File: src/rtl/ext_pkg.sv
// ext_pkg: shared constants for the immediate-extension stage.
//   EXT_MODE_W   : width of the extension mode field
//   EXT_SIGN     : sign-extend immediate
//   EXT_ZERO     : zero-extend immediate
//   EXT_HIGH     : immediate placed in the top bits, low bits zero
//   EXT_SIGN_SL2 : sign-extend then scale by 4 (branch offsets)
package ext_pkg;

  localparam int EXT_MODE_W = 3;

  localparam logic [EXT_MODE_W-1:0] EXT_SIGN     = 3'b000;
  localparam logic [EXT_MODE_W-1:0] EXT_ZERO     = 3'b001;
  localparam logic [EXT_MODE_W-1:0] EXT_HIGH     = 3'b010;
  localparam logic [EXT_MODE_W-1:0] EXT_SIGN_SL2 = 3'b011;

endpackage

File: src/rtl/ext_core.sv
// ext_core: combinational immediate extender.
// Ports:
//   imm  [IMM_W-1:0]      raw immediate
//   mode [EXT_MODE_W-1:0] extension mode
//   data [DATA_W-1:0]     extended operand (0 for an illegal mode)
//   err                   high for an illegal mode
module ext_core
  import ext_pkg::*;
#(
  parameter int IMM_W  = 16,
  parameter int DATA_W = 32
) (
  input  logic [IMM_W-1:0]      imm,
  input  logic [EXT_MODE_W-1:0] mode,
  output logic [DATA_W-1:0]     data,
  output logic                  err
);

  logic [DATA_W-1:0] w_sext;

  assign w_sext = {{(DATA_W-IMM_W){imm[IMM_W-1]}}, imm};

  always_comb begin
    data = '0;
    err  = 1'b0;
    case (mode)
      EXT_SIGN:     data = w_sext;
      EXT_ZERO:     data = {{(DATA_W-IMM_W){1'b0}}, imm};
      EXT_HIGH:     data = {imm, {(DATA_W-IMM_W){1'b0}}};
      // top two sign bits fall off; DATA_W >= IMM_W+2 keeps imm intact
      EXT_SIGN_SL2: data = {w_sext[DATA_W-3:0], 2'b00};
      default:      err  = 1'b1;
    endcase
  end

endmodule

File: src/rtl/ext_pipe.sv
// ext_pipe: registered immediate-extension stage with a 2-entry output queue.
// The second queue entry is the skid slot that absorbs one cycle of
// downstream stall, since in_ready is derived only from the registered count.
// Ports:
//   clk, reset (sync, active-low)
//   in_valid/in_ready/in_imm/in_mode/in_tag : upstream request
//   out_valid/out_ready/out_data/out_tag/out_err : head of queue
//   flush : drops all entries and any same-cycle push
module ext_pipe
  import ext_pkg::*;
#(
  parameter int IMM_W  = 16,
  parameter int DATA_W = 32,
  parameter int TAG_W  = 5
) (
  input  logic                  clk,
  input  logic                  reset,
  input  logic                  in_valid,
  output logic                  in_ready,
  input  logic [IMM_W-1:0]      in_imm,
  input  logic [EXT_MODE_W-1:0] in_mode,
  input  logic [TAG_W-1:0]      in_tag,
  output logic                  out_valid,
  input  logic                  out_ready,
  output logic [DATA_W-1:0]     out_data,
  output logic [TAG_W-1:0]      out_tag,
  output logic                  out_err,
  input  logic                  flush
);

  if (IMM_W < 1) begin : g_bad_imm_w
    $error("ext_pipe: IMM_W must be at least 1");
  end
  if (DATA_W < IMM_W + 2) begin : g_bad_data_w
    $error("ext_pipe: DATA_W must be at least IMM_W + 2");
  end

  logic [DATA_W-1:0] r_data [2];
  logic [TAG_W-1:0]  r_tag  [2];
  logic              r_err  [2];
  logic              r_head;
  logic              r_tail;
  logic [1:0]        r_count;

  logic [DATA_W-1:0] w_ext_data;
  logic              w_ext_err;
  logic              w_push;
  logic              w_pop;

  ext_core #(
    .IMM_W  (IMM_W),
    .DATA_W (DATA_W)
  ) u_core (
    .imm  (in_imm),
    .mode (in_mode),
    .data (w_ext_data),
    .err  (w_ext_err)
  );

  assign in_ready  = (r_count != 2'd2);
  assign out_valid = (r_count != 2'd0);
  assign out_data  = r_data[r_head];
  assign out_tag   = r_tag[r_head];
  assign out_err   = r_err[r_head];

  assign w_push = in_valid & in_ready & ~flush;
  assign w_pop  = out_valid & out_ready & ~flush;

  always_ff @(posedge clk) begin
    if (!reset) begin
      r_count   <= 2'd0;
      r_head    <= 1'b0;
      r_tail    <= 1'b0;
      r_data[0] <= '0;
      r_data[1] <= '0;
      r_tag[0]  <= '0;
      r_tag[1]  <= '0;
      r_err[0]  <= 1'b0;
      r_err[1]  <= 1'b0;
    end else if (flush) begin
      // storage left as is; count 0 keeps it invisible
      r_count <= 2'd0;
      r_head  <= 1'b0;
      r_tail  <= 1'b0;
    end else begin
      if (w_push) begin
        r_data[r_tail] <= w_ext_data;
        r_tag[r_tail]  <= in_tag;
        r_err[r_tail]  <= w_ext_err;
        r_tail         <= ~r_tail;
      end
      if (w_pop) begin
        r_head <= ~r_head;
      end
      case ({w_push, w_pop})
        2'b10:   r_count <= r_count + 2'd1;
        2'b01:   r_count <= r_count - 2'd1;
        default: r_count <= r_count;
      endcase
    end
  end

endmodule
File: config.mk
export PLATFORM = sky130hd
export DESIGN_NAME = ext_pipe
export DESIGN_NICKNAME = d
export VERILOG_FILES = /design/src/rtl/ext_pkg.sv /design/src/rtl/ext_core.sv /design/src/rtl/ext_pipe.sv
export SDC_FILE = /design/constraint.sdc
export NUM_CORES = 1
export LEC_CHECK = 0
export CAP_MARGIN = 10
export CELL_PAD_IN_SITES_DETAIL_PLACEMENT = 2
export CELL_PAD_IN_SITES_GLOBAL_PLACEMENT = 2
export CORE_MARGIN = 3
export CORE_UTILIZATION = 36
export CTS_CLUSTER_DIAMETER = 40
export DETAILED_ROUTE_END_ITERATION = 6
export HOLD_SLACK_MARGIN = 0.12
export PLACE_DENSITY_LB_ADDON = 0.1
export SLEW_MARGIN = 20
export SYNTH_ARGS = -nofsm -noshare
export SYNTH_HDL_FRONTEND = slang
export SYNTH_HIERARCHICAL = 1
export SYNTH_SLANG_ARGS = --single-unit
File: constraint.sdc
create_clock -name clk -period 3.45 [get_ports clk]
set_input_delay 0.69 -clock clk [delete_from_list [all_inputs] [get_ports clk]]
set_output_delay 0.69 -clock clk [all_outputs]
set_load 0.01 [all_outputs]
==> results.py <==
metrics = {
    "clock_tree": {
        "insertion_delay_ps": 330,
        "holdBufCountCts": 0,
        "cts-root-buf": "clkbuf_16",
        "cts_max_path_buffers": 2,
        "postCtsSetupBuffers": 0,
        "cts_sinks": 81,
        "h-tree-depth": 3,
        "clk_pin_slew_ps": 60,
        "cts_tree": "done",
        "numCtsBuffers": 9,
        "cts_resized": 0,
    },
    "power_and_ir_drop": {
        "report.power.total_mw": 2.24,
        "power.leakage_nw": 1.99,
        "p_per_area_mw_per_mm2": 425,
        "irDropWorstVdd_v": 0.000269,
    },
    "timing": {
        "skew_ps": 4.46,
        "rsz0062_at_grt": "no",
        "tightest_slew_ps": 540,
        "finalHoldViolCount": 0,
        "min_period_ps": 2660,
        "fin_ws_ps": 787,
        "slew_violations": 0,
        "fin_tns_setup_ps": 0,
        "setup_viol": 0,
        "max_freq_mhz": 375,
        "slew_headroom_pct": 64.0,
        "post-route-period-util_pct": 77.2,
    },
    "synth": {
        "syn-cell-area_mm2": 0.00417,
        "seq_area_frac_synth_pct": 56.7,
        "synth_fp_nets": 356,
        "synth_xor_area_share_pct": 0.630,
        "ys_seq_elements": 81,
        "synth_compound_area_share_pct": 4.98,
        "synthMuxAreaShare_pct": 14.4,
        "synth_top_family_by_area": "simple AND/OR/NAND/NOR gates",
        "syn_inst": 326,
        "ys_warn_count": 6,
        "yosysUniqueCellTypes": 32,
        "synthSimpleGateAreaFrac_pct": 19.8,
        "synth_edf_count": 74,
        "synth_flop_cell": "edfxtp_1",
        "yosys.area_share.adder_pct": 0.300,
        "post_synth.cell_area_avg_um2": 12.8,
        "synthArstFlopShare_pct": 0,
    },
    "worst_hold_path": {
        "hold_path_class": "flop to flop",
    },
    "critical_path": {
        "crit_path_max_fanout": 28,
        "start_kind": "flop",
        "endpoint": "out_data[3]",
        "crit_arrival_ps": 1970,
        "end_kind": "output port",
        "reg2reg_slack_ps": 1600,
        "worstSetupPathType": "flop to output port",
        "rr_startpoint": "r_count[0]",
        "worst_ep_required_time_ps": 2760,
        "reg2reg_depth": 4,
        "worstReg2RegEnd": "r_data[0][24]",
    },
    "global_routing": {
        "grt_pass1_wl_mm": 16.7,
        "antenna_found_initial": 0,
        "grt_pass1_vias": 2942,
        "grt_usage_pct": 17.0,
        "grt_remaining_overflow": 0,
        "grt_max_degree": 39,
    },
    "place": {
        "dp_cells": 522,
        "pre_cts_ws_ps": 648,
        "dp_hpwl_mm": 7.38,
        "placed_area_mm2": 0.00501,
        "place_congestion": 0.723,
        "port_buffers": 68,
    },
    "floorplanning": {
        "die_w_um": 114,
        "coreArea_mm2": 0.0111,
        "start_util_pct": 37.6,
        "ios": 69,
        "num_rows": 38,
        "dieArea_mm2": 0.0129,
        "die_h_um": 114,
    },
    "drt": {
        "detail_route.wl_per_cell_um": 19.7,
        "via_per_inst": 5.03,
        "wirelength_mm": 10.6,
        "ant_nets": 0,
        "firstDrtPassIters": 4,
        "drt-initial-drc-count": 105,
        "drc": 0,
        "vias": 2705,
    },
    "final_layout": {
        "syn2layout_area_growth_pct": 26.4,
        "multi_input_area_mm2": 0.00167,
        "ff_latch_area_mm2": 0.00236,
        "layout-drive-gt1-share_pct": 25.6,
        "final_area_mm2": 0.00527,
        "nNetsFinal": 423,
        "instances_no_fill": 538,
        "antenna_cells": 0,
        "fillers": 1117,
    },
    "flow_run": {
        "maxCapViolations": 0,
    },
    "outcome": {
        "outcome": "finished, final reports clean",
    },
}
synth_stat cells (all sizes together), types with 3 or more instances:
cell,count,area [µm²]
nand2,4,15.0
mux2,38,428
a21oi,16,80.1
clkbuf,13,52.6
buf,11,76.3
nor3b,3,22.5
edfxtp,74,2220
and2,74,490
nand3,14,70.1
mux2i,17,170
nor2,4,15.0
dfxtp,7,140
nand2b,19,121
o21ai,18,128
layout make-up:
| type | instances | share of cell area [%] |
|---|---|---|
| multi-input combinational | 219 | 31.7 |
| tap | 140 | 3.33 |
| sequential | 81 | 44.9 |
| clock buffer | 10 | 4.35 |
| timing repair buffer | 80 | 15.1 |
| inverter | 2 | 0.143 |
| clock inverter | 6 | 0.475 |
sequential cells by signal (all words and copies together), names as in the netlist, named ones only:
name	cells
r_count	2
r_data	64
r_err	2
r_head	1
r_tag	10
r_tail	1
layer usage:
| layer | global-route usage, % | routed length (µm) | vias to the layer above |
|---|---|---|---|
| met4 | 4.81 | 157 | 0 |
| met5 | 0 | 0 | - |
| met3 | 3.55 | 298 | 10 |
| li1 | - | - | 1288 |
| met2 | 28.6 | 5320 | 43 |
| met1 | 22.3 | 4830 | 1364 |
stage by stage:
| stage | hold WS (ps) | util [%] |
|---|---|---|
| floorplan | 438 | - |
| detailed placement | 473 | 45.3 |
| finish | 476 | 47.5 |
| global placement | 461 | 45.3 |
| global route | 519 | 47.5 |
| CTS | 484 | 47.5 |
cell usage in the layout (no fill, tap or decap), types with 10 or more instances in the layout:
cell type	n
and2_1	52
mux2i_1	17
buf_4	10
and2_2	22
mux2_2	38
nand2b_1	17
o21ai_2	10
nand3_1	14
a21oi_1	16
clkdlybuf4s50_1	68
edfxtp_1	74
critical path, cell delays in order, from the launching register on:
cell and delay, ps:
dfxtp_2 520, buf_12 250, mux2_2 380, clkdlybuf4s50_1 490
cells by family (layout without fill, tap and decap cells):
kind of cell             count (synthesis)  after routing
AND/OR/NAND/NOR                        126            126
flip-flops                              81             81
multiplexers                            55             55
AO/OA/AOI/OAI                           34             34
buffers and inverters                   26             98
XOR/XNOR                                 3              3
adder cells (fa/ha/maj)                  1              1
worst min-delay path by stage:
stage | from | endpoint | slack, ps | cells past startpoint
2_1_floorplan | r_err[1] | r_err[1] | 440 | 2
3_3_place_gp | r_err[0] | r_err[0] | 460 | 2
3_5_place_dp | r_err[1] | r_err[1] | 470 | 2
4_1_cts | r_err[0] | r_err[0] | 480 | 2
5_1_grt | r_err[0] | r_err[0] | 520 | 2
6_report | r_err[0] | r_err[0] | 480 | 2
power by group:
group	leakage [nW]	internal (mW)	switching, mW
logic	1.02	0.134	0.136
clock network	0.126	0.475	0.369
registers	0.844	1.11	0.0124
(Power assumes the default switching activity.)
